### config.mk
export PLATFORM = sky130hd
export DESIGN_NAME = s_core_boot_seq
export DESIGN_NICKNAME = d
export VERILOG_FILES = /design/src/rtl/s_core_boot_seq.sv
export SDC_FILE = /design/constraint.sdc
export NUM_CORES = 1
export LEC_CHECK = 0
export BUFFER_PORTS_ARGS = -buffer_cell sky130_fd_sc_hd__buf_4
export CAP_MARGIN = 20
export CORE_ASPECT_RATIO = 0.5
export CORE_MARGIN = 5
export CORE_UTILIZATION = 51
export DETAILED_ROUTE_END_ITERATION = 6
export GPL_TIMING_DRIVEN = 0
export PLACE_DENSITY = 0.88
export RECOVER_POWER = 100
export SETUP_SLACK_MARGIN = 0.05
export SLEW_MARGIN = 20
export SYNTH_ARGS = -nofsm -noshare
export SYNTH_HDL_FRONTEND = slang
export SYNTH_SLANG_ARGS = --single-unit
### constraint.sdc
create_clock -name clk -period 2.6 [get_ports clk]
set_input_delay 0.13 -clock clk [delete_from_list [all_inputs] [get_ports clk]]
set_output_delay 0.13 -clock clk [all_outputs]
set_load 0.01 [all_outputs]
### src/rtl/s_core_boot_seq.sv
// Program-load and run sequencer for the pipelined core.
// Streams imem / regfile preload beats into the core's setup ports, holds the
// core in reset for a settle window, releases it at a programmable start PC,
// then watches the fetch PC for a halt self-loop or a watchdog expiry.
module s_core_boot_seq #(
  parameter int              XLEN          = 32,
  parameter int              IMEM_WORDS    = 64,
  parameter logic [XLEN-1:0] START_ADDR    = 32'h00000004,
  parameter int              SETTLE_CYCLES = 2,
  parameter int              HALT_CYCLES   = 4,
  parameter int              CNT_W         = 16
) (
  input  logic             clk,
  input  logic             rst_n,
  input  logic             i_start,
  input  logic             i_ld_valid,
  output logic             o_ld_ready,
  input  logic             i_ld_kind,
  input  logic [XLEN-1:0]  i_ld_addr,
  input  logic [XLEN-1:0]  i_ld_data,
  input  logic             i_ld_last,
  input  logic [XLEN-1:0]  i_pc_start,
  input  logic [XLEN-1:0]  i_core_pc,
  output logic             o_core_rst_n,
  output logic             o_setup,
  output logic             o_imem_we,
  output logic [XLEN-1:0]  o_inst_mem_addr,
  output logic [XLEN-1:0]  o_inst_mem_data,
  output logic             o_reg_we,
  output logic [4:0]       o_load_reg_addr,
  output logic [XLEN-1:0]  o_load_reg_data,
  output logic [XLEN-1:0]  o_pc_start,
  output logic             o_done,
  output logic             o_timeout,
  output logic             o_overflow,
  output logic [CNT_W-1:0] o_cycles
);

  localparam int IC_W = $clog2(IMEM_WORDS + 1);
  localparam int SC_W = $clog2(SETTLE_CYCLES + 1);
  localparam int HC_W = (HALT_CYCLES > 2) ? $clog2(HALT_CYCLES) : 1;

  localparam logic [IC_W-1:0]  IMEM_MAX    = IC_W'(IMEM_WORDS);
  localparam logic [SC_W-1:0]  SETTLE_LAST = SC_W'(SETTLE_CYCLES - 1);
  localparam logic [HC_W-1:0]  HALT_LAST   = HC_W'(HALT_CYCLES - 1);
  localparam logic [CNT_W-1:0] CNT_ONES    = {CNT_W{1'b1}};

  typedef enum logic [2:0] {
    S_IDLE, S_LOAD, S_SETTLE, S_RUN, S_DONE, S_TIMEOUT
  } state_t;

  state_t            state, state_nx;
  logic [IC_W-1:0]   icnt;
  logic [SC_W-1:0]   scnt;
  logic [HC_W-1:0]   hcnt;
  logic [XLEN-1:0]   prev_pc;
  logic              run_first;

  logic              beat;
  logic [HC_W-1:0]   halt_nx;
  logic [CNT_W-1:0]  cyc_nx;
  logic              halt_hit;
  logic              wd_hit;

  // o_ld_ready is high exactly while in LOAD, so it doubles as the beat qualifier
  assign beat     = i_ld_valid & o_ld_ready;
  // first RUN cycle has no valid previous PC, so it always counts as a change
  assign halt_nx  = (run_first || (i_core_pc != prev_pc)) ? '0 : hcnt + 1'b1;
  assign cyc_nx   = (o_cycles == CNT_ONES) ? o_cycles : o_cycles + 1'b1;
  assign halt_hit = (halt_nx == HALT_LAST);
  assign wd_hit   = (cyc_nx == CNT_ONES);

  // State register
  always_ff @(posedge clk or negedge rst_n) begin
    if (!rst_n) state <= S_IDLE;
    else        state <= state_nx;
  end

  // Next-state logic; halt takes priority over watchdog
  always_comb begin
    state_nx = state;
    case (state)
      S_IDLE, S_DONE, S_TIMEOUT: if (i_start) state_nx = S_LOAD;
      S_LOAD:   if (beat && i_ld_last) state_nx = S_SETTLE;
      S_SETTLE: if (scnt == SETTLE_LAST) state_nx = S_RUN;
      S_RUN: begin
        if (halt_hit)    state_nx = S_DONE;
        else if (wd_hit) state_nx = S_TIMEOUT;
      end
      default:  state_nx = S_IDLE;
    endcase
  end

  // Registered outputs and datapath, all driven from the upcoming state
  always_ff @(posedge clk or negedge rst_n) begin
    if (!rst_n) begin
      o_ld_ready      <= 1'b0;
      o_setup         <= 1'b0;
      o_core_rst_n    <= 1'b0;
      o_imem_we       <= 1'b0;
      o_inst_mem_addr <= '0;
      o_inst_mem_data <= '0;
      o_reg_we        <= 1'b0;
      o_load_reg_addr <= '0;
      o_load_reg_data <= '0;
      o_pc_start      <= START_ADDR;
      o_done          <= 1'b0;
      o_timeout       <= 1'b0;
      o_overflow      <= 1'b0;
      o_cycles        <= '0;
      icnt            <= '0;
      scnt            <= '0;
      hcnt            <= '0;
      prev_pc         <= '0;
      run_first       <= 1'b0;
    end else begin
      o_ld_ready   <= (state_nx == S_LOAD);
      o_setup      <= (state_nx == S_LOAD);
      o_core_rst_n <= (state_nx == S_RUN);
      o_imem_we    <= 1'b0;
      o_reg_we     <= 1'b0;
      case (state)
        S_IDLE, S_DONE, S_TIMEOUT: begin
          if (i_start) begin
            o_done     <= 1'b0;
            o_timeout  <= 1'b0;
            o_overflow <= 1'b0;
            o_cycles   <= '0;
            icnt       <= '0;
          end
        end
        S_LOAD: begin
          if (beat) begin
            if (!i_ld_kind) begin
              if (icnt < IMEM_MAX) begin
                o_imem_we       <= 1'b1;
                o_inst_mem_addr <= i_ld_addr;
                o_inst_mem_data <= i_ld_data;
                icnt            <= icnt + 1'b1;
              end else begin
                o_overflow <= 1'b1;
              end
            end else if (i_ld_addr[4:0] != 5'd0) begin
              // x0 is hardwired in the core; swallow the beat silently
              o_reg_we        <= 1'b1;
              o_load_reg_addr <= i_ld_addr[4:0];
              o_load_reg_data <= i_ld_data;
            end
            if (i_ld_last) begin
              o_pc_start <= i_pc_start;
              scnt       <= '0;
            end
          end
        end
        S_SETTLE: begin
          scnt      <= scnt + 1'b1;
          run_first <= 1'b1;
        end
        S_RUN: begin
          run_first <= 1'b0;
          prev_pc   <= i_core_pc;
          hcnt      <= halt_nx;
          o_cycles  <= cyc_nx;
          if (halt_hit)    o_done    <= 1'b1;
          else if (wd_hit) o_timeout <= 1'b1;
        end
        default: ;
      endcase
    end
  end

endmodule

## Word-level counts from Yosys, hierarchy flattened

Index checks and enable logic that the tools add are counted.

| cells by class | value |
|---|---|
| $add $sub $neg | 4 |
| $lt $le $gt $ge | 1 |
| equality and inequality tests | 21 |
| multiplexer cells | 37 |
| bitwise logic cells | 2 |
| reductions and logical operators | 18 |

Operator list:

| operator | count |
|---|---|
| $eq 16x16->1 const B | 2 |
| $mux 16 | 2 |
| $ne 32x32->1 | 1 |
| $pmux 16 s2 | 1 |
| $mux 7 | 4 |
| $ne 2x2->1 const B | 9 |
| $add 16x1->16 const B | 1 |
| $mux 1 | 15 |
| $mux 3 | 5 |
| $pmux 7 s2 | 1 |
| $pmux 3 s4 | 1 |
| $reduce_and 4->1 | 3 |
| $reduce_and 5->1 | 2 |
| $eq 3x2->1 const B | 3 |
| $reduce_and 3->1 | 3 |
| $pmux 1 s2 | 4 |
| $reduce_bool 2->1 | 4 |
| $add 7x1->7 const B | 1 |
| $lt 7x7->1 const B | 1 |
| $eq 3x1->1 const B | 2 |
| $eq 3x3->1 const B | 2 |
| $mux 2 | 3 |
| $reduce_bool 5->1 | 1 |
| $add 2x1->2 const B | 2 |
| other kinds (10) | 10 |

| storage, ports and cells | value |
|---|---|
| register bits after elaboration | 203 |
| input bits | 134 |
| output and inout port bits | 157 |
| logic and storage cells | 102 |

## Logic depth before layout (Yosys ltp)

| logic depth | value |
|---|---|
| depth in word-level cells | 7 |
| gate-level depth with buffers | 8 |
| mapped depth without buffers | 7 |

## Worst setup path after synthesis

Ideal clock, no wire load.

| timing | value |
|---|---|
| path kind | register to register |
| start point | register o_cycles[1] |
| end point | register state[1] |
| setup time | 0.150 ns |
| arrival time | 2.019 ns |
| required time | 2.450 ns |
| slack | 0.431 ns |
| stages on the path, launching flop included | 9 |
| buffers on the path | 1 |
| clock period less this slack | 2.169 ns |
| cell sequence | dfrtp_1 ha_1 nand3_1 clkbuf_1 nor4_2 a31oi_1 nor3_1 and4b_1 o211ai_1 |

| on the way | value |
|---|---|
| longest elaborated chain between the ends | 6 |
| elaborated cells on any way between the ends | 7 |
| those cells by class | 1 x add/sub; 2 x eq/ne; 4 x mux |

Ends and longest elaborated chain:

| item | line | source |
|---|---|---|
| start, declared | 36 | `output logic [CNT_W-1:0] o_cycles` |
| start signal, assigned | 163 | `o_cycles <= cyc_nx;` |
| $add 16x1->16 / $eq 16x16->1 (equally long branches) | 69 | `assign cyc_nx = (o_cycles == CNT_ONES) ? o_cycles : o_cycles + 1'b1;` |
| $mux 16 * | 69 |  |
| $eq 16x16->1 * | 71 | `assign wd_hit = (cyc_nx == CNT_ONES);` |
| $mux 3 * | 88 | `else if (wd_hit) state_nx = S_TIMEOUT;` |
| $mux 3 * | 87 | `if (halt_hit) state_nx = S_DONE;` |
| $pmux 3 s4 * | 82 | `case (state)` |
| net state_nx[1] | 52 | `state_t state, state_nx;` |
| end signal, assigned | 76 | `else state <= state_nx;` |
| end, declared | 52 |  |

Mark *: on every way through the listed nets, which the timed path passes. The rest lies on a longest branch.
A chain may end at the register's enable or synchronous reset.

## Worst setup path in the final report

Ends and elaborated chain as after synthesis.

==> flow_metrics.env <==
export IMPL_worstPathMaxFanout=10
export IMPL_final_cell_area_um2=12660
export IMPL_worst_pin_slew_ps=930.2
export IMPL_seq_area_frac_synth_pct=57.62
export IMPL_critPathKind="reg -> reg"
export IMPL_tritoncts="built"
export IMPL_p_leak_nw=6.369
export IMPL_clkSlewWorstSetupHoldPaths_ps=70
export IMPL_setup_repair_after_global_routing_missed_its_margin="true"
export IMPL_synthesized_area_um2=8818
export IMPL_post_synth_edffs=0
export IMPL_vdd_ir_drop_max_mv=0.4240
export IMPL_run_status="complete, no violations"
export IMPL_die_area_um2=20180
export IMPL_netlist_top_cell_by_area="dfrtp_1"
export IMPL_tritoncts_num_buffers=19
export IMPL_first_global_vias=8743
export IMPL_post_route_util_pct=73.65
export IMPL_floorplan_die_height_um=103.0
export IMPL_slew_headroom_pct=37.99
export IMPL_drt_pass1_iterations=5
export IMPL_cts_sink_count=203
export IMPL_yosysUniqueCellTypes=63
export IMPL_source_to_sink_clock_delay_at_the_later_pin_of_the_worst_skew_pair_ps=490
export IMPL_endpoint_kind="register"
export IMPL_achievable_frequency_ghz=0.4048
export IMPL_hp_class="in -> reg"
export IMPL_clock_tree_htree_level_count=1
export IMPL_clock_root_buffer="clkbuf_16"
export IMPL_grt_usage_pct=28.98
export IMPL_most_used_dff_post_synth="dfrtp_1"
export IMPL_worst_hold_path_num_cells=3
export IMPL_final_setup_viol_count=0
export IMPL_power_density_nw_per_um2=689.1
export IMPL_critical_path_arrival_ps=2800
export IMPL_filler_cells_inserted=1248
export IMPL_finalClockSkew_ps=10.10
export IMPL_n_antenna_cell=0
export IMPL_drc=0
export IMPL_grt_overflow_total=0
export IMPL_hold_worst_slack_ps=42.87
export IMPL_hold_path_endpoint="o_overflow$_DFFE_PN0P_"
export IMPL_yosys_area_top_type_share_pct=57.32
export IMPL_buffer_ports_inserted=290
export IMPL_area_delta_synth_final_pct=43.54
export IMPL_grt_pass1_wl_um=46650
export IMPL_report_power_total_mw=8.723
export IMPL_antenna_found_initial=0
export IMPL_grt_max_degree=98
export IMPL_gp_congestion=0.9145
export IMPL_core_region_area_um2=17190
export IMPL_worst_setup_path_start_kind="register"
export IMPL_timing_reg2reg_worst_path_depth=8
export IMPL_timing_final_crit_share_pct=95.01
export IMPL_synth_avg_cell_area_um2=10.21
export IMPL_hp_start="i_ld_kind"
export IMPL_buffer_depth_of_the_longest_clock_path=3
export IMPL_floorplan_initialDensity_pct=51.31
export IMPL_drt_iter0_drc=616
export IMPL_post_dp_cell_area_um2=11350
export IMPL_route_vias_total=8527
export IMPL_max_cap_violations=0
export IMPL_synth_cells=864
export IMPL_placementRows=34
export IMPL_r2r_slack_ps=130
export IMPL_mappedNetlistNets=1001
export IMPL_post_route_cells_drive_above_1_share_pct=19.98
export IMPL_i_o_pin_cnt=291
export IMPL_cp_data_required_time_ps=2930
export IMPL_netlist_top_cells_area="dfrtp_1 (57%), nand2_1 (13%), mux2_2 (8.4%)"
export IMPL_hold_viol=0
export IMPL_async_flop_share_pct=100.0
export IMPL_fin_nets=1447
export IMPL_dpl_hpwl_um=18990
export IMPL_wirelength_um=30550
export IMPL_postSynthRegisterBits=203
export IMPL_avgRoutedWirePerCell_um=19.64
export IMPL_worst_r2r_startpoint="o_cycles[1]$_DFFE_PN0P_"
export IMPL_min_cycle_time_layout_ps=2470
export IMPL_vias_per_cell=5.484
export IMPL_post_drt_antenna_nets=0
export IMPL_final_max_slew_violation_count=0
export IMPL_chipWidth_um=196.0
export IMPL_synth_warning_count=0
export IMPL_r2r_end="state[1]$_DFF_PN0_"
through the flow:
stage | TNS (ps) | worst slack (ps) | cells
5_1_grt | 0 | 20.54 | 1555
3_3_place_gp | -0.6741 | -0.6741 | 1388
6_report | 0 | 129.8 | 1555
2_1_floorplan | 0 | 430.9 | 864
4_1_cts | 0 | 117.7 | 1552
3_5_place_dp | -193.2 | -95.31 | 1390
worst max path at each step:
stage | slack [ps] | start | endpoint
6_report | 130 | o_cycles[1]$_DFFE_PN0P_ | state[1]$_DFF_PN0_
5_1_grt | 20 | state[0]$_DFF_PN0_ | o_inst_mem_addr[9]$_DFFE_PN0P_
4_1_cts | 120 | o_cycles[15]$_DFFE_PN0P_ | state[1]$_DFF_PN0_
3_5_place_dp | -100 | o_cycles[1]$_DFFE_PN0P_ | state[1]$_DFF_PN0_
3_3_place_gp | -0.7 | o_cycles[1]$_DFFE_PN0P_ | state[1]$_DFF_PN0_
2_1_floorplan | 430 | o_cycles[1]$_DFFE_PN0P_ | state[1]$_DFF_PN0_
power breakdown:
group	internal, mW	total, mW	switching (mW)
Combinational	0.900	2.26	1.36
Sequential	3.51	3.85	0.345
Clock	1.41	2.61	1.20
worst max-delay path, stage by stage (launching register included):
cell,delay (ps)
dfrtp_2,460
ha_1,310
nand3_2,180
buf_2,240
nor4_4,370
a31oi_1,110
nor3_1,180
and4b_1,320
o211ai_1,130
cells by family after synthesis:
logic type      after synthesis  synth area share [%]
compound gates               82                 6.456
xor+xnor                     38                 3.774
fa+ha+maj                     3                0.4257
buf+inv                      58                 2.965
flops                       203                 57.62
mux                          68                 8.655
simple gates                412                 20.10
layout by cell type, fill, tap and decap left out, types with 4 or more instances in the layout:
cell / Yosys / final
o21ai_0: 24 / 25
a31oi_1: 7 / 7
mux2_1: 0 / 6
buf_4: 2 / 139
nand2_1: 314 / 314
a22o_1: 6 / 6
nor2_1: 25 / 25
clkbuf_2: 1 / 9
and3_1: 4 / 4
nor3_1: 8 / 8
clkbuf_1: 23 / 182
clkbuf_16: 0 / 19
nor4_1: 13 / 12
xor2_1: 37 / 37
nand3_1: 12 / 11
nand2b_1: 5 / 5
dlygate4sd3_1: 0 / 130
clkinv_2: 0 / 5
a211oi_1: 4 / 4
nand4_1: 10 / 10
buf_2: 16 / 10
mux2_2: 66 / 60
dfrtp_1: 202 / 201
a21oi_1: 10 / 10
and4_1: 4 / 4
inv_1: 11 / 11
Yosys cell counts (2+ instances only):
master       n
a211oi_1     4
a21o_1       3
a21oi_1     10
a22o_1       6
a31oi_1      7
and2_1       4
and3_1       4
and4_1       4
buf_1        2
buf_2       16
buf_4        2
buf_6        2
clkbuf_1    23
dfrtp_1    202
ha_1         3
inv_1       11
mux2_2      66
mux2i_1      2
nand2_1    314
nand2b_1     5
nand3_1     12
nand4_1     10
nor2_1      25
nor3_1       8
nor4_1      13
o2111ai_1    3
o211a_1      2
o21ai_0     24
o21ai_1      3
o311ai_0     2
or3_1        2
or4_1        3
xor2_1      37
registers in the layout (all words and copies together) (netlist names):
signal           cells
o_setup              1
icnt                 7
o_imem_we            1
prev_pc             32
o_cycles            16
o_timeout            1
o_overflow           1
hcnt                 2
o_inst_mem_data     32
o_load_reg_data     32
o_core_rst_n         1
o_inst_mem_addr     32
o_done               1
scnt                 2
state                3
o_load_reg_addr      5
o_reg_we             1
o_pc_start          32
run_first            1
what timing repair did:
item,4_1_cts,5_1_grt
gates resized for setup,3,7
setup endpoints to repair,4,13
buffers inserted,0,3
cloned,0,0
hold buffers,130,0
endpoints found under the hold margin,274,0
per-layer routing:
layer	vias up	track usage, %	share of wire, %
met5	-	0	0
met1	4154	33.20	37
met4	0	12.60	4.7
met2	458	55.10	52
met3	125	4.440	6.4
li1	3790	-	-
cell type report:
type / instances / area [um^2] / area share [%]
Inverter: 12 / 45.04 / 0.3558
Timing Repair Buffer: 425 / 2958 / 23.37
Sequential cell: 203 / 5082 / 40.15
Clock buffer: 25 / 518.0 / 4.092
Buffer: 46 / 219.0 / 1.730
Clock inverter: 7 / 41.29 / 0.3262
Tap cell: 234 / 292.8 / 2.313
Multi-Input combinational cell: 603 / 3502 / 27.67
(Power assumes the default switching activity.)
